`src/rtl/led_status_ind.sv`:
```
// led_status_ind: multi-channel LED indicator with off/on/slow/fast/burst modes on a shared prescaler tick.
module led_status_ind #(
  parameter int N_CH = 4,
  parameter int TICK_DIV = 2000000,
  parameter int RST_MODE = 2,
  localparam int CW = N_CH > 1 ? $clog2(N_CH) : 1,
  localparam int PW = $clog2(TICK_DIV)
) (
  input  logic            clk,
  input  logic            rst,
  input  logic            wr_en,
  input  logic [CW-1:0]   wr_ch,
  input  logic [2:0]      wr_mode,
  input  logic [3:0]      wr_count,
  input  logic            sync,
  output logic [N_CH-1:0] led,
  output logic            tick
);
  typedef enum logic [1:0] {ON, OFF, GAP} phase_t;
  logic [PW-1:0] pre;
  assign tick = pre == PW'(TICK_DIV - 1);
  always_ff @(posedge clk) begin
    if (rst || sync || tick) pre <= '0;
    else pre <= pre + 1'b1;
  end
  for (genvar i = 0; i < N_CH; i++) begin : g_ch
    logic [2:0] mode, mode_n;
    logic [3:0] count, count_n, seg, seg_n, pidx, pidx_n, len;
    phase_t ph, ph_n;
    logic we, rs, done, led_r, led_n;
    // Channels that cannot be addressed simply never match, so out-of-range writes are ignored.
    assign we = wr_en && wr_ch == CW'(i);
    assign rs = we || sync;
    always_comb begin
      mode_n = we ? (wr_mode > 3'd4 ? 3'd0 : wr_mode) : mode;
      count_n = we ? wr_count : count;
      len = ph == GAP ? 4'd8 : mode == 3'd2 ? 4'd5 : mode == 3'd3 ? 4'd1 : 4'd2;
      done = tick && seg + 4'd1 == len;
      ph_n = rs ? ON : !done ? ph : ph == ON ? OFF :
             (ph == OFF && mode == 3'd4 && pidx == count) ? GAP : ON;
      pidx_n = (rs || (done && ph == GAP)) ? 4'd1 : (done && ph == OFF) ? pidx + 4'd1 : pidx;
      seg_n = (rs || done) ? 4'd0 : tick ? seg + 4'd1 : seg;
      led_n = mode_n == 3'd1 ||
              ((mode_n == 3'd2 || mode_n == 3'd3 || (mode_n == 3'd4 && count_n != 4'd0)) && ph_n == ON);
    end
    always_ff @(posedge clk) begin
      if (rst) begin
        mode <= 3'(RST_MODE);
        count <= '0;
        seg <= '0;
        pidx <= 4'd1;
        ph <= ON;
        led_r <= RST_MODE inside {1, 2, 3};
      end else begin
        mode <= mode_n;
        count <= count_n;
        seg <= seg_n;
        pidx <= pidx_n;
        ph <= ph_n;
        led_r <= led_n;
      end
    end
    assign led[i] = led_r;
  end
endmodule

```
`config.mk`:
```
export PLATFORM = sky130hd
export DESIGN_NAME = led_status_ind
export DESIGN_NICKNAME = d
export VERILOG_FILES = /design/src/rtl/led_status_ind.sv
export SDC_FILE = /design/constraint.sdc
export NUM_CORES = 1
export LEC_CHECK = 0
export CORE_MARGIN = 3
export CORE_UTILIZATION = 53
export CTS_CLUSTER_DIAMETER = 30
export DETAILED_ROUTE_END_ITERATION = 7
export PLACE_DENSITY = 0.71
export SETUP_SLACK_MARGIN = 0.3
export SLEW_MARGIN = 0
export SYNTH_ARGS = -nofsm -noshare
export SYNTH_HDL_FRONTEND = slang
export SYNTH_SLANG_ARGS = --single-unit
```
`constraint.sdc`:
```
create_clock -name clk -period 5.5 [get_ports clk]
set_input_delay 0.825 -clock clk [delete_from_list [all_inputs] [get_ports clk]]
set_output_delay 0.825 -clock clk [all_outputs]
set_load 0.005 [all_outputs]
```
==> impl_metrics.csv <==
group,metric,value,unit
status,status,"finished, final reports clean",
worst_setup_path,worstPathArrival,2880,ps
global_routing,grt_start_max_net_pins,45,
timing,rsz0062_at_grt,"false",
timing,slew_viol_final,0,
drt,drtIter0Drc,201,
clocking,clock-root-buffer,"clkbuf_8",
worst_setup_path,path_cells,"or4b_1 > or4_4 > or2_1 > clkinv_4 > clkdlybuf4s50_1",
synthesis,synth-seq-area-share,37.7,%
final_layout,diodes,0,
global_routing,first_global_vias,3915,
timing,worst_hold_slack,466,ps
power_and_ir_drop,p_total,1.31,mW
floorplan,dieArea,10500,um2
clocking,insertion_delay,370,ps
placed_design,dp_hpwl,7800,um
placed_design,place.gp.congestion,0.810,
drt,via_per_inst,5.88,
global_routing,grt_pass1_wl,18500,um
timing,fin_ws,1790,ps
synthesis,synth.most_common_cell,"dfxtp_1",
timing,final.setup_skew,12.9,ps
worst_setup_path,worst_setup_path_end_kind,"output port",
global_routing,antenna_found_initial,0,
drt,drc,0,
worst_setup_path,crit_buf_inv,2,
final_layout,fin_area,5370,um2
timing,relSlewSlack,18.3,%
placed_design,port_buffers,17,
timing,worst_slew_pin_slew,1220,ps
drt,ant_nets,0,
placed_design,place_area,5130,um2
clocking,cts_num_sinks,93,
clocking,cts.clk_slew.worst_paths,90,ps
timing,fin_tns_setup,0,ps
worst_setup_path,crit_type,"reg -> out",
final_layout,postLayoutCoreUtil,60.4,%
job,drv_cap,0,
worst_setup_path,cpPeakStageDelay,580,ps
final_layout,nets,632,
floorplan,fp.dieH,103,um
final_layout,drive_above_1_share,3.90,%
synthesis,ys.flop_type,"dfxtp_1",
synthesis,synth_area_leaders,"dfxtp_1 (38%), nor2_1 (6.3%), xor2_1 (5.8%)",
drt,first_pass_iters,5,
synthesis,netlist.area_leader.share,37.7,%
clocking,cts_htree_levels,3,
clocking,cts_resized,0,
worst_setup_path,crit_required,4680,ps
final_layout,area_growth_syn_to_layout,8.55,%
worst_setup_path,crit_family,"simple AND/OR/NAND/NOR gates",
timing,fin_crit_sh,67.4,%
placed_design,placed_cells,707,
synthesis,ys_warn_count,0,
synthesis,netlist.top_cell.by_area,"dfxtp_1",
timing,setup_viol,0,
drt,routed_wl,10900,um
timing,max_freq,270,MHz
synthesis,synth_edf_count,0,
floorplan,die_w,103,um
clocking,clk_path_buf_depth,2,
clocking,cts_setup_buffers,0,
drt,wire_per_inst,15.1,um
synthesis,synth_cells,609,
worst_setup_path,slowest_stage,"or4_4",
clocking,cts-hold-fix-buffers,0,
power_and_ir_drop,power.density,244,nW/um2
synthesis,syn_area,4940,um2
global_routing,grt_usage,22.0,%
global_routing,grt-ovfl-total,0,
synthesis,synthTopCellsByCount,"dfxtp_1 (93), nor2_1 (83), nand2_1 (63)",
power_and_ir_drop,leakagePower,1.90,nW
synthesis,synth_nets,631,
synthesis,ys_ff_latch,93,
final_layout,num-fill-cells,788,
synthesis,async_flop_share,0,%
power_and_ir_drop,irDropWorstVdd,0.000184,V
timing,hold_viol,0,
synthesis,avgSynthCellArea,8.12,um2
clocking,cts_tree,"built",
worst_setup_path,crit_path_max_fanout,16,
synthesis,synth_cell_types,56,
placed_design,post-place-ws,2200,ps
worst_setup_path,critPathLaunchType,"register",
floorplan,num_rows,34,
final_layout,finalNonFillerCells,723,
drt,vias,4248,
floorplan,io-pin-count,18,
floorplan,start_util,55.6,%
timing,min_period,3710,ps
clocking,numCtsBuffers,9,
floorplan,fp.coreArea,8890,um2
min_path,hp-class,"reg -> reg",
cell usage in the layout, fill, tap and decap left out, types with 4 or more instances in the layout:
cell type	instances
mux2i_1	14
or4_1	6
and2_1	6
nor2b_1	12
nand4b_1	5
clkbuf_8	9
dfxtp_1	93
o31ai_1	4
nand2b_1	23
nor2_1	83
clkdlybuf4s50_1	17
xor2_1	33
o21a_1	5
o21ai_0	29
nand3_1	23
a31oi_1	13
ha_1	9
inv_1	7
nand2_1	63
nor4_1	9
nand4_1	13
a41oi_1	4
xnor2_1	25
or3_1	4
nor3_1	6
nor4b_1	6
a21oi_1	37
and3_1	10
flip-flops by register name, summed over array words and instances, names as in the netlist:
register and cells:
pre 21, g_ch.mode 12, g_ch.ph 8, g_ch.led_r 4, g_ch.pidx 16, g_ch.seg 16, g_ch.count 16
where the power goes:
group	total, mW	internal [mW]	switching [mW]
Combinational	0.0757	0.0314	0.0443
Sequential	0.689	0.682	0.00731
Clock	0.545	0.302	0.243
Total	1.31	1.02	0.295
final timing paths:
kind	slack, ps	end	depth (start not counted)	startpoint
setup / recovery	1790	tick	5	pre[16]
hold / removal	470	pre[0]	1	pre[0]
setup reg to reg	2290	g_ch[0].led_r	5	pre[16]
hold reg to reg	470	pre[0]	1	pre[0]
routing by layer:
layer  share of wire (%)  up-vias  global-route usage (%)
li1                    -     2151                       -
met1                  46     1978                    28.7
met2                  48       97                    36.1
met3                 4.3       22                    4.53
met4                 1.8        0                    7.87
met5                   0        -                       0
layout make-up:
type	instances	area, um2	area share (%)
multi-input cells	480	2920	54.4
clock buffers	10	128	2.38
flip-flops and latches	93	1860	34.7
well taps	108	135	2.52
repair buffers	18	178	3.31
inverters	8	35.0	0.653
clock inverters	6	111	2.08
kinds of logic after synthesis:
kind of cell    Yosys count  synth area share, %
simple gates            286                 29.3
compound gates          112                 14.1
flops                    93                 37.7
xor+xnor                 58                 10.3
buf+inv                  36                 3.32
mux                      15                 3.06
fa+ha+maj                 9                 2.28
Note: power is estimated with default switching activity, not from simulation.
